===== src/rtl/regfile_pkg.sv =====
// Shared constants and the byte-lane merge used by the register file storage and bypass path.
package regfile_pkg;

  localparam int DEF_WIDTH = 32;
  localparam int DEF_DEPTH = 32;
  localparam int LANE_W    = 8;

  // One lane of a masked write: take the new byte when enabled, keep the old one otherwise.
  function automatic logic [LANE_W-1:0] lane_merge(
    input logic [LANE_W-1:0] old_b,
    input logic [LANE_W-1:0] new_b,
    input logic              en
  );
    return en ? new_b : old_b;
  endfunction

endpackage


===== src/rtl/regfile_entry.sv =====
// One register-file word with per-byte write enables and synchronous clear.
module regfile_entry
  import regfile_pkg::*;
#(
  parameter int WIDTH = DEF_WIDTH
) (
  input  logic                      clk,
  input  logic                      reset,
  input  logic [WIDTH/LANE_W-1:0]   be,
  input  logic [WIDTH-1:0]          d,
  output logic [WIDTH-1:0]          q
);

  localparam int NB = WIDTH / LANE_W;

  always_ff @(posedge clk) begin
    if (reset) begin
      q <= '0;
    end else begin
      for (int l = 0; l < NB; l++) begin
        q[l*LANE_W +: LANE_W] <= lane_merge(q[l*LANE_W +: LANE_W], d[l*LANE_W +: LANE_W], be[l]);
      end
    end
  end

endmodule


===== src/rtl/regfile.sv =====
// Multi-entry register file: one byte-masked synchronous write port, two combinational read
// ports, optional hardwired-zero entry 0 and optional same-cycle write forwarding.
module regfile
  import regfile_pkg::*;
#(
  parameter int  WIDTH    = DEF_WIDTH,
  parameter int  DEPTH    = DEF_DEPTH,
  parameter int  ZERO_REG = 1,
  parameter int  BYPASS   = 0,
  localparam int AW       = (DEPTH > 1) ? $clog2(DEPTH) : 1,
  localparam int NB       = WIDTH / LANE_W
) (
  input  logic             clk,
  input  logic             reset,
  input  logic             wr_enable,
  input  logic [AW-1:0]    wr_addr,
  input  logic [WIDTH-1:0] wr_data,
  input  logic [NB-1:0]    wr_byte_en,
  input  logic [AW-1:0]    rs_addr,
  output logic [WIDTH-1:0] rs_data,
  input  logic [AW-1:0]    rt_addr,
  output logic [WIDTH-1:0] rt_data
);

  // Every encodable address gets a slot so the read mux never indexes past the array;
  // slots at or above DEPTH are constant zero.
  localparam int          NSLOT   = 1 << AW;
  localparam logic [AW:0] DEPTH_V = DEPTH[AW:0];

  if (WIDTH % LANE_W != 0) begin : g_chk_width
    $fatal(1, "regfile: WIDTH must be a multiple of 8");
  end
  if (DEPTH < 2) begin : g_chk_depth
    $fatal(1, "regfile: DEPTH must be at least 2");
  end

  logic             wr_legal;
  logic [WIDTH-1:0] q [NSLOT];
  logic [WIDTH-1:0] rs_store, rt_store;
  logic [WIDTH-1:0] rs_merge, rt_merge;
  logic             rs_fwd, rt_fwd;

  // Reset dominates; out-of-range and hardwired-zero targets are dropped silently.
  assign wr_legal = wr_enable && !reset
                 && ({1'b0, wr_addr} < DEPTH_V)
                 && !((ZERO_REG != 0) && (wr_addr == '0));

  for (genvar i = 0; i < NSLOT; i++) begin : g_slot
    if ((i >= DEPTH) || ((ZERO_REG != 0) && (i == 0))) begin : g_const
      assign q[i] = '0;
    end else begin : g_reg
      logic [NB-1:0] be;
      assign be = (wr_legal && (wr_addr == AW'(i))) ? wr_byte_en : '0;
      regfile_entry #(
        .WIDTH (WIDTH)
      ) u_entry (
        .clk   (clk),
        .reset (reset),
        .be    (be),
        .d     (wr_data),
        .q     (q[i])
      );
    end
  end

  assign rs_store = q[rs_addr];
  assign rt_store = q[rt_addr];

  // Forwarded value is what the entry will hold after this edge.
  for (genvar l = 0; l < NB; l++) begin : g_lane
    assign rs_merge[l*LANE_W +: LANE_W] =
      lane_merge(rs_store[l*LANE_W +: LANE_W], wr_data[l*LANE_W +: LANE_W], wr_byte_en[l]);
    assign rt_merge[l*LANE_W +: LANE_W] =
      lane_merge(rt_store[l*LANE_W +: LANE_W], wr_data[l*LANE_W +: LANE_W], wr_byte_en[l]);
  end

  assign rs_fwd  = (BYPASS != 0) && wr_legal && (rs_addr == wr_addr);
  assign rt_fwd  = (BYPASS != 0) && wr_legal && (rt_addr == wr_addr);
  assign rs_data = rs_fwd ? rs_merge : rs_store;
  assign rt_data = rt_fwd ? rt_merge : rt_store;

endmodule


===== config.mk =====
export PLATFORM = sky130hd
export DESIGN_NAME = regfile
export DESIGN_NICKNAME = d
export VERILOG_FILES = /design/src/rtl/regfile_pkg.sv /design/src/rtl/regfile_entry.sv /design/src/rtl/regfile.sv
export SDC_FILE = /design/constraint.sdc
export NUM_CORES = 2
export LEC_CHECK = 0
export CAP_MARGIN = 20
export CORE_MARGIN = 2
export CORE_UTILIZATION = 50
export CTS_CLUSTER_DIAMETER = 120
export CTS_CLUSTER_SIZE = 12
export DETAILED_ROUTE_END_ITERATION = 12
export GPL_TIMING_DRIVEN = 1
export PLACE_DENSITY = 0.66
export SYNTH_ARGS = -nofsm -noshare
export SYNTH_HDL_FRONTEND = slang
export SYNTH_SLANG_ARGS = --single-unit

===== constraint.sdc =====
create_clock -name clk -period 6.91 [get_ports clk]
set_input_delay 1.382 -clock clk [delete_from_list [all_inputs] [get_ports clk]]
set_output_delay 1.382 -clock clk [all_outputs]
set_load 0.01 [all_outputs]

==> flow_metrics.env <==
export IMPL_routedWlPerCell_um=27.55
export IMPL_p_int_w=0.008505
export IMPL_power_density_nw_per_um2=199.5
export IMPL_drv_cap=0
export IMPL_start_kind="primary input"
export IMPL_drv_slew=0
export IMPL_postRouteAntennaNets=0
export IMPL_io_buffers=117
export IMPL_swShare_pct=24.98
export IMPL_path_buf_inv=3
export IMPL_grt_use_total_pct=29.65
export IMPL_drtPass1Iterations=6
export IMPL_coreArea_sq_um=103300
export IMPL_dieHeight_um=326.3
export IMPL_period_share_pct=84.89
export IMPL_top_regs="g_slot.g_reg.u_entry.q (992)"
export IMPL_grt_pass1_wl_um=239700
export IMPL_cp_max_fo=27
export IMPL_final_net_count=4503
export IMPL_syn_avg_cell_area_sq_um=11.39
export IMPL_synth_edff_count=0
export IMPL_numCtsBuffers=92
export IMPL_hold_buffers=0
export IMPL_setup_viol=0
export IMPL_p_total_w=0.01134
export IMPL_routed_wl_um=160800
export IMPL_cpPeakStageDelay_ns=0.66
export IMPL_path_class="in -> out"
export IMPL_yosysUniqueCellTypes=34
export IMPL_fin_tns_setup_ns=0
export IMPL_grt_pass1_vias=36040
export IMPL_drive_above_1_share_pct=20.23
export IMPL_largest_register="g_slot.g_reg.u_entry.q"
export IMPL_die_area_sq_um=106500
export IMPL_synth_nets=4614
export IMPL_rsz0062_at_grt="no"
export IMPL_route_detailed_drc=0
export IMPL_fillers=8763
export IMPL_die_w_um=326.3
export IMPL_grt_max_degree=184
export IMPL_clockBufferDepth=3
export IMPL_cts_sinks=992
export IMPL_grt_antenna_before_repair=4
export IMPL_overflow=0
export IMPL_switchingPower_w=0.002832
export IMPL_post_cts_buffers=0
export IMPL_ir_drop_mv=0.2087
export IMPL_synthArstFlopShare_pct=0
export IMPL_syn2layout_area_growth_pct=9.396
export IMPL_crit_chain="buf_4 > nand2b_2 > buf_4 > o22ai_1 > a211oi_1 > o31ai_1 > clkdlybuf4s50_1"
export IMPL_syn_area_sq_um=51950
export IMPL_hold_viol=0
export IMPL_final_seq_area_sq_um=19860
export IMPL_h_tree_depth=3
export IMPL_hp_class="reg -> reg"
export IMPL_power_frac_seq_pct=50.6
export IMPL_ctsResizeCount=0
export IMPL_cts_clk_slew_worst_paths_ns=0.06
export IMPL_wl_met1_um=68390
export IMPL_fin_skew_ns=0
export IMPL_synth_seq_area_share_pct=38.23
export IMPL_finalCriticalPeriod_ns=5.866
export IMPL_regToRegSetupSlack_ns=6.17
export IMPL_dpl_hpwl_um=101700
export IMPL_max_freq_ghz=0.1705
export IMPL_arrival_ns=4.48
export IMPL_num_vias=37470
export IMPL_drtIter0Drc=3819
export IMPL_combinationalPowerShare_pct=8.1
export IMPL_p_leak_nw=22.82
export IMPL_avgViaCountPerCell=6.420
export IMPL_tightest_slew_ns=1.203
export IMPL_ys_warn_count=0
export IMPL_outcome="complete, no violations"
export IMPL_crit_family="buffers and inverters"
export IMPL_clock_latency_ns=0.67
export IMPL_synth_seq_cells=992
export IMPL_largest_reg_flops=992
export IMPL_crit_slowest_cell="a211oi_1"
export IMPL_cts_root_buffer="clkbuf_16"
export IMPL_wl_met3_um=13080
export IMPL_row_count=118
export IMPL_crit_top_cell="buf_4"
export IMPL_multiInputGateArea_sq_um=30270
export IMPL_slew_headroom_pct=19.80
export IMPL_required_ns=5.53
export IMPL_syn_inst=4560
export IMPL_globalplace_congestion=0.8395
export IMPL_synth_top_flop_cell="dfxtp_1"
export IMPL_initial_core_util_pct=50.26
export IMPL_p_clk_share_pct=41.3
export IMPL_met2_length_um=73460
export IMPL_tritoncts="done"
export IMPL_io_pin_count=118
export IMPL_highest_layer="met5"
export IMPL_cp_end_kind="output port"
worst paths after layout:
check | from | to | cells after the start
hold / removal | g_slot[18].g_reg.u_entry.q[0] | g_slot[18].g_reg.u_entry.q[0] | 2
setup reg to reg | g_slot[12].g_reg.u_entry.q[25] | g_slot[12].g_reg.u_entry.q[25] | 2
hold reg to reg | g_slot[18].g_reg.u_entry.q[0] | g_slot[18].g_reg.u_entry.q[0] | 2
setup / recovery | rs_addr[1] | rs_data[20] | 7
cell families after synthesis:
logic type	count (synthesis)	synth area share, %
mux	1664	43.86
simple gates	1199	10.51
flops	992	38.23
buf+inv	449	3.625
compound gates	256	3.777
power groups by stage:
| stage | registers (W) | logic, W | clock network, W |
|---|---|---|---|
| 6_report | 0.00574 | 0.000918 | 0.00468 |
| 5_1_grt | 0.00574 | 0.000951 | 0.00496 |
| 4_1_cts | 0.00574 | 0.000904 | 0.00474 |
| 3_5_place_dp | 0.00587 | 0.000902 | 0 |
| 3_3_place_gp | 0.00587 | 0.000891 | 0 |
| 2_1_floorplan | 0.00586 | 0.000588 | 0 |
layout by cell type (no fill, tap or decap), types with 50 or more instances in the layout:
cell type / n
mux4_2: 480
nor2_1: 992
clkdlybuf4s50_1: 106
nand3_1: 50
mux2_2: 96
mux2i_1: 1088
clkbuf_16: 98
dfxtp_1: 992
buf_4: 96
a22o_1: 128
layer usage:
layer / track usage (%) / up-vias
met3: 4.658 / 338
met4: 11.46 / 2
met2: 45.88 / 1663
li1: - / 16480
met5: 0 / -
met1: 41.93 / 18990
final cells by class:
class,instances,share of cell area (%)
Antenna cell,4,0.01761
Clock buffer,97,4.271
Clock inverter,1,0.05284
Inverter,1,0.006605
Multi-Input combinational cell,3119,53.27
Sequential cell,992,34.95
Tap cell,1380,3.038
Timing Repair Buffer,243,4.395
stage by stage:
step                cell area, sq um  utilization, %  setup slack, ns  hold slack, ns  instances
detailed placement             54270           52.51            1.067          0.5005       5729
global placement               54120           52.37            1.099          0.4880       5721
global route                   56820           54.98           0.9426          0.5253       5834
finish                         56830           54.99            1.044          0.5129       5837
floorplan                      51950               -            2.224          0.4715       4560
CTS                            56730           54.89            1.055          0.5168       5827
cells in the mapped netlist, types with 9 or more instances:
master       n  area share, %
mux2i_1   1088             21
nor2_1     994            7.2
dfxtp_1    992             38
mux4_2     480             21
clkbuf_1   326            2.4
a22o_1     128            2.2
mux2_2      96            2.1
buf_2       79           0.76
nand3_1     50           0.48
and2_1      33           0.40
a211oi_1    32           0.46
nor3_2      32           0.62
nor3_4      32            1.0
o21ai_0     32           0.31
o22ai_1     32           0.39
o31ai_1     32           0.46
buf_1       20           0.14
buf_4       18           0.26
nand4_1     12           0.14
and3b_1      9           0.15
worst register-to-register path: cells and delay by family, from the launching register on:
family        cells  cell delay [ns]
flops             1             0.35
mux               1             0.18
simple gates      1             0.07
Power figures use the tool's default switching activity.
